===== config.mk =====
export PLATFORM = sky130hd
export DESIGN_NAME = pc_unit
export DESIGN_NICKNAME = d
export VERILOG_FILES = /design/src/rtl/pc_unit.sv
export SDC_FILE = /design/constraint.sdc
export NUM_CORES = 1
export LEC_CHECK = 0
export ABC_AREA = 1
export CAP_MARGIN = 20
export CORE_MARGIN = 2
export CORE_UTILIZATION = 53
export DETAILED_ROUTE_END_ITERATION = 7
export HOLD_SLACK_MARGIN = 0.02
export PLACE_DENSITY = 0.95
export SLEW_MARGIN = 15
export SYNTH_ARGS = -nofsm -noshare
export SYNTH_HDL_FRONTEND = slang
export SYNTH_SLANG_ARGS = --single-unit
export TNS_END_PERCENT = 50

===== constraint.sdc =====
create_clock -name clk -period 5.01 [get_ports clk]
set_input_delay 1.002 -clock clk [delete_from_list [all_inputs] [get_ports clk]]
set_output_delay 1.002 -clock clk [all_outputs]
set_load 0.05 [all_outputs]

===== src/rtl/pc_unit.sv =====
// Fetch-stage PC register and next-PC selector for the MIPS branch/jump set.
// Optional return-address stack is enabled with `define PC_UNIT_RAS_EN.
module pc_unit #(
    parameter int unsigned       WIDTH     = 32,
    parameter logic [WIDTH-1:0] RESET_PC  = WIDTH'(32'h0000_3000),
    parameter logic [WIDTH-1:0] EXC_PC    = WIDTH'(32'h0000_4180),
    parameter int unsigned       RAS_DEPTH = 8
) (
    input  logic             clk,
    input  logic             reset,
    input  logic             en,
    input  logic [3:0]       npc_sel,
    input  logic             zero,
    input  logic [25:0]      imme,
    input  logic [WIDTH-1:0] rs,
    input  logic             ras_hint,
    output logic [WIDTH-1:0] pc,
    output logic [WIDTH-1:0] pc_4,
    output logic [WIDTH-1:0] npc,
    output logic             taken,
    output logic             link,
    output logic             err,
    output logic             ras_mismatch
);

    typedef enum logic [3:0] {
        SEL_SEQ  = 4'd0,
        SEL_BEQ  = 4'd1,
        SEL_BNE  = 4'd2,
        SEL_BLEZ = 4'd3,
        SEL_BGTZ = 4'd4,
        SEL_BLTZ = 4'd5,
        SEL_BGEZ = 4'd6,
        SEL_J    = 4'd7,
        SEL_JAL  = 4'd8,
        SEL_JR   = 4'd9,
        SEL_JALR = 4'd10
    } npc_sel_e;

    logic [WIDTH-1:0] br_tgt;
    logic [WIDTH-1:0] j_tgt;
    logic             rs_neg;
    logic             rs_zero;
    logic             misalign;

    assign pc_4    = pc + {{(WIDTH-3){1'b0}}, 3'd4};
    assign br_tgt  = pc_4 + {{(WIDTH-18){imme[15]}}, imme[15:0], 2'b00};
    assign j_tgt   = {pc[WIDTH-1:28], imme, 2'b00};
    assign rs_neg  = rs[WIDTH-1];
    assign rs_zero = (rs == '0);
    assign link    = (npc_sel == SEL_JAL) || (npc_sel == SEL_JALR);

    // NOTE: every output of this block gets a default first so no latch is inferred.
    always_comb begin
        npc      = pc_4;
        taken    = 1'b0;
        misalign = 1'b0;
        case (npc_sel)
            SEL_BEQ:  taken = zero;
            SEL_BNE:  taken = !zero;
            SEL_BLEZ: taken = rs_neg | rs_zero;
            SEL_BGTZ: taken = !rs_neg & !rs_zero;
            SEL_BLTZ: taken = rs_neg;
            SEL_BGEZ: taken = !rs_neg;
            SEL_J, SEL_JAL: begin
                taken = 1'b1;
                npc   = j_tgt;
            end
            SEL_JR, SEL_JALR: begin
                taken = 1'b1;
                if (rs[1:0] != 2'b00) begin
                    misalign = 1'b1;
                    npc      = EXC_PC;
                end else begin
                    npc = rs;
                end
            end
            default: ;
        endcase
        // Conditional branches only override the sequential path when taken.
        if (taken && npc_sel inside {SEL_BEQ, SEL_BNE, SEL_BLEZ, SEL_BGTZ, SEL_BLTZ, SEL_BGEZ})
            npc = br_tgt;
    end

    // NOTE: sequential state uses non-blocking assignments only.
    always_ff @(posedge clk) begin
        if (reset) begin
            pc  <= RESET_PC;
            err <= 1'b0;
        end else if (en) begin
            pc  <= npc;
            err <= err | misalign;
        end
    end

`ifdef PC_UNIT_RAS_EN
    localparam int unsigned AW = $clog2(RAS_DEPTH);

    logic [WIDTH-1:0] ras_mem [RAS_DEPTH];
    logic [AW-1:0]    ras_sp;
    logic [AW:0]      ras_cnt;
    logic [WIDTH-1:0] ras_top;
    logic             ras_ret;

    assign ras_top      = ras_mem[ras_sp - AW'(1)];
    assign ras_ret      = (npc_sel == SEL_JR) && ras_hint && (ras_cnt != '0);
    assign ras_mismatch = ras_ret && (ras_top != rs);

    // Pointer always advances on push; the count saturates so the oldest entry is overwritten.
    always_ff @(posedge clk) begin
        if (reset) begin
            ras_sp  <= '0;
            ras_cnt <= '0;
        end else if (en) begin
            if (link) begin
                ras_sp <= ras_sp + AW'(1);
                if (ras_cnt != (AW+1)'(RAS_DEPTH))
                    ras_cnt <= ras_cnt + (AW+1)'(1);
            end else if (ras_ret) begin
                ras_sp  <= ras_sp - AW'(1);
                ras_cnt <= ras_cnt - (AW+1)'(1);
            end
        end
    end

    // NOTE: stack storage is not reset; the count alone marks entries as valid.
    always_ff @(posedge clk) begin
        if (!reset && en && link)
            ras_mem[ras_sp] <= pc_4;
    end
`else
    wire unused_ras = ras_hint ^ (RAS_DEPTH == 0);
    assign ras_mismatch = 1'b0;
`endif

endmodule


==> results.tsv, run 1 <==
stage	metric	value	unit
worst_setup_path	CP Launch Type	flip-flop	
worst_setup_path	crit path cell chain	ha_1 -> nand2_1 -> nor2_1 -> inv_1 -> nor2_1 -> nand3_1 -> and2_1 -> ha_1 -> nand2_1 -> nor2_1 -> nand2_1 -> nor4_1 -> nand2_1 -> nand3_1 -> nand3_1 -> nand2_1 -> buf_12	
worst_setup_path	Worst path max stage delay	0.43	ns
worst_setup_path	r2r startpoint	pc[2]	
worst_setup_path	CP Capture Point	npc[29]	
sta	RSZ-0062 raised after global routing	false	
floorplanning	Die W	108	µm
logic_synthesis	sequential area share after synthesis	0.116	
route	DRT iter0 DRCs	859	
clocking	Max Root-Sink Buffers	2	
clocking	CTS tree	yes	
logic_synthesis	syn_area_per_cell	5.20	µm²
worst_setup_path	CP max stage cell	dfxtp_1	
sta	fin crit period	4.73	ns
layout	layout cells sized above 1	0.0745	
sta	Slew @ Worst Pin	0.821	ns
floorplanning	die area	11600	µm²
logic_synthesis	Synth warnings	0	
sta	fmax	211	MHz
logic_synthesis	Synth area leaders	nand2_1 29%, dfxtp_1 12%, inv_1 11%	
layout	Fillers	852	
global_route	first-pass GRT wire length	35.0	mm
sta	period utilization	0.944	
logic_synthesis	Mapped Cells	1093	
logic_synthesis	Cell Area, Synth	5680	µm²
clocking	Setup Fix Bufs, Post-CTS	0	
clocking	Clock transition at path regs	0.07	ns
clocking	TritonCTS Buffers	5	
layout	utilization after layout	0.754	
floorplanning	die height	108	µm
layout	multi-input gate area in the final layout	4220	µm²
sta	worst hold margin	0.491	ns
worst_hold_path	Hold Path Class	reg2reg	
place	Port Buffers	164	
worst_setup_path	Critical Path Fanout Max	5	
layout	register area	662	µm²
clocking	cts hold-fix bufs	0	
worst_setup_path	kind of critical path	reg2out	
place	routability cong.	1.05	
worst_setup_path	R2R depth	19	
logic_synthesis	syn_nets	1197	
global_route	vias in the first global route	7186	
route	iteration count of the initial detailed-routing pass	8	
route	DRC viols	0	
place	DP Wirelength	18.1	mm
global_route	Global Route Usage Sum	0.385	
route	post-route ant nets	0	
pwr	Design Power	1790	µW
sta	relative slew slack	0.449	
sta	total negative slack	0	ns
layout	fin nets	1352	
route	DR vias	7900	
floorplanning	placement row count	37	
clocking	H-tree Lvls	2	
pwr	Peak VDD IR	0.193	mV
logic_synthesis	fraction of registers with async set/reset	0	
outcome	status	completed	
global_route	grt ovf	0	
sta	Slew Viols, Final	0	
floorplanning	I/O pins	167	
logic_synthesis	Synth top area share	0.289	
route	drt total wl	22.7	mm
worst_setup_path	Reg2Reg Setup Slack	1.55	ns
floorplanning	core area	10400	µm²
worst_setup_path	crit path launch	pc[2]	
logic_synthesis	Synth Register Bits	33	
logic_synthesis	ys flop type	dfxtp_1	
global_route	initial antenna violation count	1	
worst_setup_path	Crit path top cell by count	nand2_1	
route	DR vias/cell	5.70	
worst_setup_path	reg2reg end	pc[29]	
logic_synthesis	Synth area leader	nand2_1	
worst_setup_path	CP arrival	3.73	ns
pwr	Static Leakage	0.00412	µW
logic_synthesis	post-synth cell types	43	
clocking	root buf cell	clkbuf_8	
job	Max Cap Viol	0	
sta	final setup fails	0	
floorplanning	Initial Util	0.548	
sta	Final Hold Fails	0	
worst_setup_path	CP Data Required Time	4.01	ns
clocking	Skew-Pair Late Insertion Delay	0.30	ns
sta	clk_skew	0.00576	ns
pwr	pwr dens	230	nW/µm²
route	Avg WL per Cell	16.4	µm
worst_setup_path	crit end category	primary output	
global_route	largest net degree at the start of global routing	38	
logic_synthesis	Post-synth EDFFs	0	
clocking	CTS sink count	33	
layout	synth-to-layout area growth	37.5	%
final cells by class:
cell class,instances,share of cell area
multi-input combinational,862,0.539
timing repair buffer,173,0.260
sequential,33,0.0847
inverter,173,0.0832
tap,136,0.0218
clock buffer,6,0.00928
clock inverter,2,0.00128
antenna,1,0.000320
layer usage:
| layer | vias to the layer above | GRT usage | routed length [µm] | part of all wire |
|---|---|---|---|---|
| met2 | 672 | 0.627 | 9790 | 0.43 |
| li1 | 3708 | - | - | - |
| met4 | 0 | 0.226 | 1620 | 0.071 |
| met5 | - | 0 | 0 | 0 |
| met3 | 134 | 0.0793 | 3200 | 0.14 |
| met1 | 3386 | 0.466 | 8070 | 0.36 |
timing repair:
item / CTS / global route
setup endpoints to repair: 0 / 1
hold endpoints to repair: 0 / 0
gates resized for setup: 0 / 1
how the worst min path moves through the flow:
stage          startpoint     to  cells past startpoint
6_report            pc[1]  pc[1]                      2
3_5_place_dp          err    err                      2
2_1_floorplan       pc[0]  pc[0]                      2
5_1_grt             pc[1]  pc[1]                      2
4_1_cts             pc[1]  pc[1]                      2
3_3_place_gp        pc[1]  pc[1]                      2
cell usage in the layout (no fill, tap or decap), types with 8 or more instances in the layout:
cell / n
nand2_2: 13
nand2_1: 438
and2_1: 8
a21oi_1: 51
inv_1: 163
nor3_1: 11
xor2_1: 21
buf_4: 9
nand4_1: 11
o21bai_1: 10
clkdlybuf4s50_1: 131
nor2_1: 100
buf_12: 32
o21ai_0: 15
dfxtp_1: 32
ha_1: 36
nand3_1: 99
cell families (layout without fill, tap and decap cells):
family,after synthesis,count (layout),share of synthesized area
xor gates and xnor gates,22,22,0.0339
DFF,33,33,0.116
other,1,2,0.000660
AOI/OAI and AO/OA,95,95,0.0962
and+or+nand+nor,706,706,0.526
buffers and inverters,198,354,0.142
adders and majority gates,37,37,0.0828
muxes,1,1,0.00176
worst max-delay path, delay by kind of cell (launching register included):
kind                     cells  cell delay [ns]
AND/OR/NAND/NOR             13             2.09
adder cells (fa/ha/maj)      2             0.65
buffers and inverters        2             0.25
flip-flops                   1             0.43
flip-flops by register name, summed over array words and instances (netlist names):
signal,count
pc,32
err,1
power breakdown:
group          total, µW  switching (µW)  internal (µW)
Combinational       1270             812            463
Sequential           315            30.3            284
Clock                205             109           96.4
Yosys cell counts, drive strengths merged (2+ instances only):
cell type  count
and2           8
clkbuf         7
o21bai        10
or2            2
nand2        451
nor3          11
nor2         110
clkinv         3
nand3b         5
ha            36
xor2          21
buf           18
nand3        106
a21oi         52
dfxtp         33
inv          170
a31oi          2
o211ai         6
o21ai         21
nand4         11
stage by stage:
stage | setup slack (ns) | cells | cell area, µm²
after floorplan | 0.0732 | 1093 | 5680
after global placement | 0.296 | 1376 | 7720
after detailed placement | 0.279 | 1376 | 7720
after CTS | 0.245 | 1384 | 7800
after global routing | 0.0497 | 1385 | 7820
final | 0.279 | 1386 | 7820
Power figures use the tool's default switching activity.
==> run 2: changes to the inputs <==
--- a/config.mk
+++ b/config.mk
@@ -7,6 +7,7 @@
 export LEC_CHECK = 0
 export ABC_AREA = 1
 export CAP_MARGIN = 20
+export CORE_ASPECT_RATIO = 1.75
 export CORE_MARGIN = 2
 export CORE_UTILIZATION = 53
 export DETAILED_ROUTE_END_ITERATION = 7
==> results.tsv, run 2 (same netlist as run 1, synthesis figures left out) <==
stage	metric	value	unit	change
global_route	grt ovf	0		unchanged
floorplanning	Initial Util	0.538		-0.0105
outcome	status	complete, but fails checks		
worst_setup_path	CP bufs+invs	5		+3
outcome	failing checks	DRC		
sta	fmax	207	MHz	-1.9%
route	iteration count of the initial detailed-routing pass	8		unchanged
layout	synth-to-layout area growth	39.1	%	
pwr	Internal	950	µW	+13%
floorplanning	placement row count	50		+35%
pwr	Clock power frac	0.158		+0.044
sta	period utilization	0.962		+0.0179
clocking	CTS tree	yes		
layout	fin nets	1358		+0.44%
clocking	CTS sink count	33		unchanged
sta	relative slew slack	0.447		-0.00207
layout	Ant. Diodes	0		-1
layout	Top reg by flops	pc		
place	Port Buffers	164		unchanged
route	post-route ant nets	0		unchanged
route	DRC viols	3		+3
route	drt total wl	25.1	mm	+11%
sta	clk_skew	0.00344	ns	-0.00232 ns
sta	final setup fails	0		unchanged
worst_setup_path	Critical Path Fanout Max	6		+1
clocking	root buf cell	clkbuf_16		
worst_setup_path	CP Launch Type	flip-flop		
global_route	vias in the first global route	7719		+7.4%
global_route	initial antenna violation count	0		-1
layout	most common cell after layout, fill and taps aside	nand2_1		
clocking	Skew-Pair Late Insertion Delay	0.28	ns	-0.02 ns
clocking	Clock transition at path regs	0.05	ns	-0.02 ns
worst_setup_path	CP max stage cell	dfxtp_1		
clocking	Setup Fix Bufs, Post-CTS	0		unchanged
worst_setup_path	CP arrival	3.82	ns	+0.09 ns
sta	Final Hold Fails	0		unchanged
route	Avg WL per Cell	18.2	µm	+11%
clocking	TritonCTS Buffers	5		unchanged
pwr	Peak VDD IR	0.221	mV	+15%
clocking	Max Root-Sink Buffers	2		unchanged
layout	largest registers	pc x32, err x1		
floorplanning	die height	141	µm	+31%
pwr	Design Power	1940	µW	+8.0%
worst_setup_path	kind of critical path	reg2out		
clocking	cts hold-fix bufs	0		unchanged
worst_setup_path	crit path cell chain	ha_2 -> nand2_1 -> nor2_1 -> inv_1 -> nor2_1 -> nand3_1 -> and2_1 -> ha_1 -> nand2_1 -> nor2_1 -> nand2_1 -> inv_1 -> nand2_1 -> nand2_1 -> inv_1 -> nand2_1 -> nand2_1 -> nand3_1 -> nand2_1 -> inv_1 -> buf_12		
job	Max Cap Viol	0		unchanged
global_route	first-pass GRT wire length	38.6	mm	+10%
pwr	pwr dens	245	nW/µm²	+6.8%
sta	Slew @ Worst Pin	0.824	ns	+0.00309 ns
pwr	Static Leakage	0.00416	µW	+1.2%
floorplanning	I/O pins	167		unchanged
route	DR vias	8247		+4.4%
layout	layout cells sized above 1	0.0789		+0.00449
pwr	Reg power frac	0.164		-0.011
route	DRT iter0 DRCs	1045		+22%
floorplanning	Die W	82.3	µm	-23%
worst_setup_path	crit end category	primary output		
layout	max FFs per register	32		unchanged
worst_setup_path	CP Data Required Time	4.01	ns	about the same
pwr	Net Sw Frac	0.510		-0.0198
sta	Slew Viols, Final	0		unchanged
pwr	Comb pwr share	0.678		-0.032
place	DP Wirelength	19.1	mm	+5.5%
layout	most frequent cells in the layout	438 x nand2_1, 163 x inv_1, 131 x clkdlybuf4s50_1		
layout	utilization after layout	0.748		-0.00581
worst_hold_path	Hold Path Class	reg2reg		
clocking	H-tree Lvls	2		unchanged
pwr	sw power	989	µW	+4.0%
sta	total negative slack	0	ns	unchanged
global_route	largest net degree at the start of global routing	38		unchanged
place	routability cong.	1.06		+1.3%
sta	RSZ-0062 raised after global routing	false		
sta	fin crit period	4.82	ns	+0.0895 ns
worst_setup_path	Worst path max stage delay	0.46	ns	+0.03 ns
route	DR vias/cell	5.96		+4.5%
global_route	Global Route Usage Sum	0.438		+0.0534
worst_setup_path	Crit path top cell by count	nand2_1		
floorplanning	core area	10600	µm²	+2.0%
worst_setup_path	Top Family by Delay on Critical Path	simple AND/OR/NAND/NOR gates		
floorplanning	die area	11600	µm²	+0.28%
run 2: area by class of cell:
class / count / area, µm²
fill: 809 / 2660
sequential: 33 / 661
timing repair buffer: 179 / 2070
tap: 130 / 163
multi-input combinational: 862 / 4220
inverter: 173 / 651
clock buffer: 7 / 143
run 2: timing repair:
item | 4_1_cts | 5_1_grt
endpoints found under the hold margin | 0 | 0
resized for setup | 0 | 2
setup endpoints to repair | 0 | 1
run 2: per-stage QoR:
| stage | cells | setup slack [ns] | hold slack [ns] | area [µm²] |
|---|---|---|---|---|
| after floorplan | 1093 | 0.0732 | 0.697 | 5680 |
| after global placement | 1377 | 0.618 | 0.459 | 7760 |
| after detailed placement | 1377 | 0.573 | 0.471 | 7760 |
| after CTS | 1384 | 0.356 | 0.478 | 7900 |
| after global routing | 1384 | 0.00799 | 0.504 | 7910 |
| final | 1384 | 0.190 | 0.475 | 7910 |
run 2: tightest hold or removal path: cells and delay by family (launching register included):
family	cells	cell delay, ns
buffers and inverters	1	0.07
AND/OR/NAND/NOR	1	0.05
flip-flops	1	0.31
run 2: path summary, 6_finish.rpt:
check | slack, ns | endpoint | depth (start not counted) | start
min reg2reg | 0.47 | pc[1] | 2 | pc[1]
max | 0.19 | npc[31] | 21 | pc[3]
max reg2reg | 1.35 | pc[26] | 22 | pc[3]
min | 0.47 | pc[1] | 2 | pc[1]
run 2: layer usage:
layer	GRT usage	vias to the layer above	wire (µm)
met5	0	-	0
met3	0.115	251	3210
met4	0.413	0	3200
met2	0.675	744	11000
li1	-	3718	-
met1	0.465	3534	7760
run 2: power groups by stage:
| stage | Combinational (µW) | Sequential (µW) | Clock [µW] |
|---|---|---|---|
| after global routing | 1380 | 320 | 317 |
| final | 1310 | 319 | 306 |
| after CTS | 1280 | 316 | 303 |
| after detailed placement | 1270 | 320 | 0 |
| after floorplan | 688 | 386 | 0 |
| after global placement | 1250 | 320 | 0 |
==> variant: new RTL, flow settings as in run 1 <==
The option `PC_UNIT_RAS_EN` is turned on by a define.
--- a/src/rtl/pc_unit.sv
+++ b/src/rtl/pc_unit.sv
@@ -1,5 +1,7 @@
 // Fetch-stage PC register and next-PC selector for the MIPS branch/jump set.
 // Optional return-address stack is enabled with `define PC_UNIT_RAS_EN.
+`define PC_UNIT_RAS_EN
+
 module pc_unit #(
     parameter int unsigned       WIDTH     = 32,
     parameter logic [WIDTH-1:0] RESET_PC  = WIDTH'(32'h0000_3000),
Function: changed (a bounded check fails within 4 cycles, from zero or initial values and one cycle with reset high).
==> variant against run 1 <==
- the flow now finishes with violations (DRC)
- sequential cell count rose by 263
- core utilization down 8.9 points
- via count up 110%
- wire length increased to 2.8 times the old value
- cell area grew to 2.6 times the old value
- setup slack got worse by 0.15 ns
- area after synthesis grew to 2.9 times the old value
- total power rose to 3.8 times the old value
==> variant: results (changes against run 1) <==
metric,value,unit,change
Synth area leaders,"edfxtp_1 (46%), nand2_1 (18%), nand3_1 (10%)",,"was nand2_1 (29%), dfxtp_1 (12%), inv_1 (11%)"
outcome,"complete, but fails checks",,"was finished, final reports clean"
number of global-route vias before repair,15700,,was 7186
post-synthesis mux area share,0.0602,%,was 0.176%
Nets,2376,,was 1352
Max-slew headroom,41.2,%,was 44.9%
VDD IR max,0.286,mV,was 0.193 mV
biggest regs,"ras_mem x256, pc x32, ras_cnt x4",,"was pc x32, err x1"
post_cts resized,13,,was 0
All-Layer GR Usage,38.2,%,was 38.5%
Crit path arrival time,3.88,ns,was 3.73 ns
met2 usage,59.7,%,was 62.7%
antenna cells,0,,was 1
GPL Wtd Cong,1.11,,was 1.05
post-synthesis xor/xnor area fraction,1.62,%,was 3.39%
met2 WL,27900,um,was 9790 um
Post-Syn Nets,2195,,was 1197
Period minus WS final,4.88,ns,was 4.73 ns
first-pass GRT wire length,93500,um,was 35000 um
# DRC,1,,was 0
Final HPWL DP,44700,um,was 18100 um
DRT iter0 DRCs,2954,,was 859
layout cells sized above 1,9.47,%,was 7.45%
met1 Resource Use GR,49.6,%,was 46.6%
CTS Buf Count,30,,was 5
failing checks,DRC,,
Clock Skews,0.0324,ns,was 0.00576 ns
## variant: changes by cell type in the layout (fill, tap and decap cells not counted), sizes merged, moves of 7 or more
| cell | change |
|---|---|
| clkinv | +9 |
| buf | +47 |
| edfxtp | +256 |
| nand2 | +348 |
| inv | +36 |
| nor2 | +45 |
| nand3 | +225 |
| clkbuf | +33 |
| dfxtp | +7 |
## variant: worst paths after layout
path,start,to,depth (start not counted)
setup / recovery,pc[2]$_SDFFE_PP0P_,npc[31],20
hold / removal,ras_cnt[3]$_SDFFE_PP0P_,ras_cnt[3]$_SDFFE_PP0P_,1
setup reg to reg,pc[2]$_SDFFE_PP0P_,pc[18]$_SDFFE_PP0P_,19
hold reg to reg,ras_cnt[3]$_SDFFE_PP0P_,ras_cnt[3]$_SDFFE_PP0P_,1
## variant: where the power goes
group | leakage, nW | switching, mW | total (mW) | internal (mW)
Combinational | 5.68 | 1.24 | 1.82 | 0.579
Clock | 0.489 | 0.956 | 2.25 | 1.29
Sequential | 2.68 | 0.0404 | 2.77 | 2.73
Total | 8.85 | 2.23 | 6.83 | 4.60
## variant: logic make-up after synthesis
family	after synthesis
fa+ha+maj	42
mux	1
buf+inv	282
flops	296
simple gates	1330
compound gates	106
xor+xnor	29
## variant: metrics by stage
step           area, um2  cells
2_1_floorplan      16600   2086
3_3_place_gp       19300   2626
3_5_place_dp       19300   2626
4_1_cts            20300   2684
5_1_grt            20400   2687
6_report           20400   2687
## variant: area by class of cell
class | instances | area (um2)
fillers | 2338 | 10300
flip-flops and latches | 296 | 8510
multi-input cells | 1508 | 7180
repair buffers | 221 | 2460
clock buffers | 39 | 846
inverters | 210 | 801
well taps | 396 | 495
clock inverters | 17 | 150
